`config.mk`:
```
export PLATFORM = sky130hd
export DESIGN_NAME = id_ex_pipe_reg
export DESIGN_NICKNAME = d
export VERILOG_FILES = /design/src/rtl/id_ex_pipe_reg.sv
export SDC_FILE = /design/constraint.sdc
export NUM_CORES = 1
export LEC_CHECK = 0
export CORE_ASPECT_RATIO = 2
export CORE_MARGIN = 1.5
export CORE_UTILIZATION = 25
export DETAILED_ROUTE_END_ITERATION = 8
export DONT_BUFFER_PORTS = 1
export GPL_ROUTABILITY_DRIVEN = 1
export PLACE_DENSITY_LB_ADDON = 0.25
export SETUP_SLACK_MARGIN = 0.02
export SYNTH_ARGS = -nofsm -noshare
export SYNTH_HDL_FRONTEND = slang
export SYNTH_SLANG_ARGS = --single-unit
```
`constraint.sdc`:
```
create_clock -name clk -period 1.9 [get_ports clk]
set_input_delay 0.38 -clock clk [delete_from_list [all_inputs] [get_ports clk]]
set_output_delay 0.38 -clock clk [all_outputs]
set_load 0.1 [all_outputs]
```
`src/rtl/id_ex_pipe_reg.sv`:
```
// Decode->Execute pipeline register: stall/flush bubbles, valid bit, control-field X-scrubbing.
// Define ID_EX_PERF_EN to add the saturating InstrCnt/BubbleCnt occupancy counters.
module id_ex_pipe_reg #(
    parameter int XLEN  = 32,
    parameter int CNT_W = 32
) (
    input  logic            clk,
    input  logic            rst_n,
    input  logic            StallE,
    input  logic            FlushE,
    input  logic            ValidD,
    input  logic            RegWriteD,
    input  logic [1:0]      ResultSrcD,
    input  logic            MemWriteD,
    input  logic            JumpD,
    input  logic            BranchD,
    input  logic [2:0]      ALUControlD,
    input  logic            ALUSrcD,
    input  logic [XLEN-1:0] RD1D,
    input  logic [XLEN-1:0] RD2D,
    input  logic [XLEN-1:0] PCD,
    input  logic [XLEN-1:0] PCPlus4D,
    input  logic [XLEN-1:0] ImmExtD,
    input  logic [4:0]      Rs1D,
    input  logic [4:0]      Rs2D,
    input  logic [4:0]      RdD,
    output logic            ValidE,
    output logic            RegWriteE,
    output logic [1:0]      ResultSrcE,
    output logic            MemWriteE,
    output logic            JumpE,
    output logic            BranchE,
    output logic [2:0]      ALUControlE,
    output logic            ALUSrcE,
    output logic [XLEN-1:0] RD1E,
    output logic [XLEN-1:0] RD2E,
    output logic [XLEN-1:0] PCE,
    output logic [XLEN-1:0] PCPlus4E,
    output logic [XLEN-1:0] ImmExtE,
    output logic [4:0]      Rs1E,
    output logic [4:0]      Rs2E,
    output logic [4:0]      RdE
`ifdef ID_EX_PERF_EN
    ,
    output logic [CNT_W-1:0] InstrCnt,
    output logic [CNT_W-1:0] BubbleCnt
`endif
);

    logic            valid_q,     valid_d;
    logic            reg_write_q, reg_write_d;
    logic [1:0]      result_src_q, result_src_d;
    logic            mem_write_q, mem_write_d;
    logic            jump_q,      jump_d;
    logic            branch_q,    branch_d;
    logic [2:0]      alu_ctrl_q,  alu_ctrl_d;
    logic            alu_src_q,   alu_src_d;
    logic [XLEN-1:0] rd1_q,       rd1_d;
    logic [XLEN-1:0] rd2_q,       rd2_d;
    logic [XLEN-1:0] pc_q,        pc_d;
    logic [XLEN-1:0] pc_plus4_q,  pc_plus4_d;
    logic [XLEN-1:0] imm_ext_q,   imm_ext_d;
    logic [4:0]      rs1_q,       rs1_d;
    logic [4:0]      rs2_q,       rs2_d;
    logic [4:0]      rd_q,        rd_d;

    logic capture;
    assign capture = !FlushE && !StallE;

    always_comb begin
        valid_d      = valid_q;
        reg_write_d  = reg_write_q;
        result_src_d = result_src_q;
        mem_write_d  = mem_write_q;
        jump_d       = jump_q;
        branch_d     = branch_q;
        alu_ctrl_d   = alu_ctrl_q;
        alu_src_d    = alu_src_q;
        rd1_d        = rd1_q;
        rd2_d        = rd2_q;
        pc_d         = pc_q;
        pc_plus4_d   = pc_plus4_q;
        imm_ext_d    = imm_ext_q;
        rs1_d        = rs1_q;
        rs2_d        = rs2_q;
        rd_d         = rd_q;
        if (FlushE) begin
            valid_d      = 1'b0;
            reg_write_d  = 1'b0;
            result_src_d = 2'b00;
            mem_write_d  = 1'b0;
            jump_d       = 1'b0;
            branch_d     = 1'b0;
            alu_ctrl_d   = 3'b000;
            alu_src_d    = 1'b0;
            rd1_d        = '0;
            rd2_d        = '0;
            pc_d         = '0;
            pc_plus4_d   = '0;
            imm_ext_d    = '0;
            rs1_d        = '0;
            rs2_d        = '0;
            rd_d         = '0;
        end else if (!StallE) begin
            valid_d    = ValidD;
            rd1_d      = RD1D;
            rd2_d      = RD2D;
            pc_d       = PCD;
            pc_plus4_d = PCPlus4D;
            imm_ext_d  = ImmExtD;
            rs1_d      = Rs1D;
            rs2_d      = Rs2D;
            rd_d       = RdD;
            // Fields the control unit leaves as don't-care are forced to 0 so E never sees X.
            reg_write_d  = ValidD & RegWriteD;
            result_src_d = (ValidD && RegWriteD) ? ResultSrcD : 2'b00;
            mem_write_d  = ValidD & MemWriteD;
            jump_d       = ValidD & JumpD;
            branch_d     = ValidD & BranchD;
            alu_ctrl_d   = (ValidD && !JumpD) ? ALUControlD : 3'b000;
            alu_src_d    = ValidD & !JumpD & ALUSrcD;
        end
    end

    always_ff @(posedge clk or negedge rst_n) begin
        if (!rst_n) begin
            valid_q      <= 1'b0;
            reg_write_q  <= 1'b0;
            result_src_q <= 2'b00;
            mem_write_q  <= 1'b0;
            jump_q       <= 1'b0;
            branch_q     <= 1'b0;
            alu_ctrl_q   <= 3'b000;
            alu_src_q    <= 1'b0;
            rd1_q        <= '0;
            rd2_q        <= '0;
            pc_q         <= '0;
            pc_plus4_q   <= '0;
            imm_ext_q    <= '0;
            rs1_q        <= '0;
            rs2_q        <= '0;
            rd_q         <= '0;
        end else begin
            valid_q      <= valid_d;
            reg_write_q  <= reg_write_d;
            result_src_q <= result_src_d;
            mem_write_q  <= mem_write_d;
            jump_q       <= jump_d;
            branch_q     <= branch_d;
            alu_ctrl_q   <= alu_ctrl_d;
            alu_src_q    <= alu_src_d;
            rd1_q        <= rd1_d;
            rd2_q        <= rd2_d;
            pc_q         <= pc_d;
            pc_plus4_q   <= pc_plus4_d;
            imm_ext_q    <= imm_ext_d;
            rs1_q        <= rs1_d;
            rs2_q        <= rs2_d;
            rd_q         <= rd_d;
        end
    end

    assign ValidE      = valid_q;
    assign RegWriteE   = reg_write_q;
    assign ResultSrcE  = result_src_q;
    assign MemWriteE   = mem_write_q;
    assign JumpE       = jump_q;
    assign BranchE     = branch_q;
    assign ALUControlE = alu_ctrl_q;
    assign ALUSrcE     = alu_src_q;
    assign RD1E        = rd1_q;
    assign RD2E        = rd2_q;
    assign PCE         = pc_q;
    assign PCPlus4E    = pc_plus4_q;
    assign ImmExtE     = imm_ext_q;
    assign Rs1E        = rs1_q;
    assign Rs2E        = rs2_q;
    assign RdE         = rd_q;

`ifdef ID_EX_PERF_EN
    logic [CNT_W-1:0] instr_cnt_q,  instr_cnt_d;
    logic [CNT_W-1:0] bubble_cnt_q, bubble_cnt_d;

    function automatic logic [CNT_W-1:0] sat_inc(input logic [CNT_W-1:0] c);
        return (c == {CNT_W{1'b1}}) ? c : c + 1'b1;
    endfunction

    always_comb begin
        instr_cnt_d  = instr_cnt_q;
        bubble_cnt_d = bubble_cnt_q;
        if (capture && ValidD)
            instr_cnt_d = sat_inc(instr_cnt_q);
        if (FlushE || (capture && !ValidD))
            bubble_cnt_d = sat_inc(bubble_cnt_q);
    end

    always_ff @(posedge clk or negedge rst_n) begin
        if (!rst_n) begin
            instr_cnt_q  <= '0;
            bubble_cnt_q <= '0;
        end else begin
            instr_cnt_q  <= instr_cnt_d;
            bubble_cnt_q <= bubble_cnt_d;
        end
    end

    assign InstrCnt  = instr_cnt_q;
    assign BubbleCnt = bubble_cnt_q;
`endif

endmodule

```
==> reports/metrics.cfg <==
[placement]
dp_slack_ps=858
port_buffers=0
placed_cell_area_sq_um=9120
hpwl_mm=15.0
gp_congestion=0.798

[floorplanning]
die_area_sq_um=32300
rows=91
start_util_pct=25.3
dieWidth_um=128
coreArea_sq_um=30700
die_h_um=252
num_io_pins=376

[synth]
syn_inst=612
synth_fa_ha_area_share_pct=0
syn_area_per_cell_sq_um=12.7
ys_types=15
synth_xor_area_share_pct=0
synthesis.nets=802
synth-seq-cells=186
synthMuxAreaShare_pct=22.6
synth_seq_area_share_pct=59.8
synth-simple-area-share_pct=10.2
yosys_warnings=0
synth_area_sq_um=7780
synth_compound_area_share_pct=0.643
synth_top_family_by_area=multiplexers

[grt]
grt_max_degree=197
antenna_found_initial=0
grt_overflow=0
met3_usage_pct=3.37
grt_use_met1_pct=13.1
grtUsageTotal_pct=13.6
grt.busiest_layer=met2
grtUsageMet2_pct=25.5
grt_pass1_wl_mm=32.8
first_global_vias=5806

[clocking]
cts-root-buf=clkbuf_16
ctsHtreeMaxLevel=4
cts_tree=yes
cts_sinks=186
cts_buffer_depth=2
clock_latency_ps=430
cts_buffers=17
holdBufCountCts=29
clk_pin_slew_worst_paths_ps=70

[timing]
hold_ws_ps=-374
rsz0062_at_grt=no
slew-limit-headroom_pct=48.5
period_share_pct=80.4
setup_slack_ps=372
finalHoldViolCount=186
drv_slew=0
worst_pin_slew_ps=770
finalSetupTns_ps=0
skew_ps=0
clock.fmax_mhz=654
report.final.setup_viol=0
finalCriticalPeriod_ps=1530

[power]
p_leak_nw=5.29
p_per_area_nw_per_um2=1020
vdd_drop_max_mv=0.598
report.power.total_mw=10.2

[routing]
route.detailed.drc=0
via_per_inst=4.51
postRouteAntennaNets=0
drtPass1Iterations=4
wl_per_cell_um=18.6
drt-total-wl_mm=22.1
num_vias=5347
drtIter0Drc=206

[outcome]
violations=negative hold slack
status=finished, violations left

[worst_setup_path]
worstPathArrival_ps=1850
worstPathMaxFanout=2
worstPathRequired_ps=2220
crit_path_start_kind=flop
reg2reg_from=PCPlus4E[31]
path_class=flop to flop
r2r_slack_ps=370
r2r-end=PCPlus4E[31]
critPathCaptureType=flop
r2r_cells=4

[cells_and_area]
antenna_cells=0
drive_gt1_share_pct=26.4
nets=992
area_growth_pct=28.1
nFillCells=3119
final_area_sq_um=9970

[run]
maxCapViolCount=0

[worst_hold_path]
hold_class=input port to async pin

metrics by stage:
step	utilization, %	instances
6_report	32.4	1186
5_1_grt	32.4	1186
4_1_cts	32.4	1186
3_5_place_dp	29.7	1126
3_3_place_gp	29.7	1126
2_1_floorplan	-	612
final cells by class:
cell class / instances / area [sq um] / share of cell area, %
Multi-Input combinational cell: 382 / 2610 / 26.2
Tap cell: 372 / 465 / 4.67
Sequential cell: 186 / 4650 / 46.7
Clock inverter: 10 / 95.1 / 0.954
Clock buffer: 21 / 440 / 4.42
Timing Repair Buffer: 215 / 1700 / 17.1
how the worst max path moves through the flow:
stage,from,endpoint,slack (ps),cells past startpoint
2_1_floorplan,ALUControlE[0],ALUControlE[0],620,0
3_3_place_gp,RD1E[28],RD1E[28],850,1
3_5_place_dp,ImmExtE[11],ImmExtE[11],860,1
4_1_cts,ImmExtE[11],ImmExtE[11],350,1
5_1_grt,PCPlus4E[31],PCPlus4E[31],320,4
6_report,PCPlus4E[31],PCPlus4E[31],370,4
cell usage after synthesis:
cell type,count,area [sq um]
a21oi_1,10,50.1
buf_1,1,3.75
buf_12,19,380
buf_2,14,70.1
buf_4,3,22.5
buf_6,2,22.5
clkbuf_1,5,18.8
dfrtp_1,186,4650
mux2i_1,176,1760
nand2_1,10,37.5
nand3b_1,4,30.0
nand4b_1,2,17.5
nand4bb_1,3,33.8
nand4bb_2,1,16.3
nor2_1,176,661
cells by family after synthesis:
family	after synthesis
muxes	176
AOI/OAI and AO/OA	10
and+or+nand+nor	196
DFF	186
buffers and inverters	44
per-layer routing:
metal | up-vias | part of all wire, %
met5 | - | 0
met4 | 0 | 4.0
met3 | 45 | 5.2
met2 | 226 | 57
met1 | 2671 | 34
li1 | 2405 | -
cells in the final DEF, fill, tap and decap left out:
cell / count
nand3b_1: 4
buf_4: 186
clkinv_2: 3
nand4bb_1: 3
nor2_1: 176
nand2_1: 10
clkinvlp_4: 2
dfrtp_1: 186
clkinv_4: 1
buf_16: 1
nand4b_1: 2
clkbuf_16: 17
mux2i_1: 176
bufinv_16: 1
dlygate4sd3_1: 28
clkbuf_1: 4
inv_6: 3
a21oi_1: 10
nand4bb_2: 1
registers in the layout (all words and copies together) (netlist names):
signal and flops:
ALUControlE 3, ALUSrcE 1, BranchE 1, ImmExtE 32, JumpE 1, MemWriteE 1, PCE 32, PCPlus4E 32
RD1E 32, RD2E 32, RdE 5, RegWriteE 1, ResultSrcE 2, Rs1E 5, Rs2E 5, ValidE 1
power breakdown:
group / total (mW) / internal [mW] / switching (mW)
clock network: 3.38 / 1.81 / 1.58
logic: 2.53 / 0.551 / 1.98
registers: 4.25 / 4.17 / 0.0800
total: 10.2 / 6.53 / 3.64
timing repair:
item                      4_1_cts  5_1_grt
gates resized for setup         0        0
setup buffers                   0        0
hold endpoints to repair      289      186
worst max-delay path, cell delays in order (launching register included):
cell,delay (ps)
dfrtp_1,360
buf_4,230
mux2i_1,190
nor2_1,60
dlygate4sd3_1,560
Power figures use the tool's default switching activity.
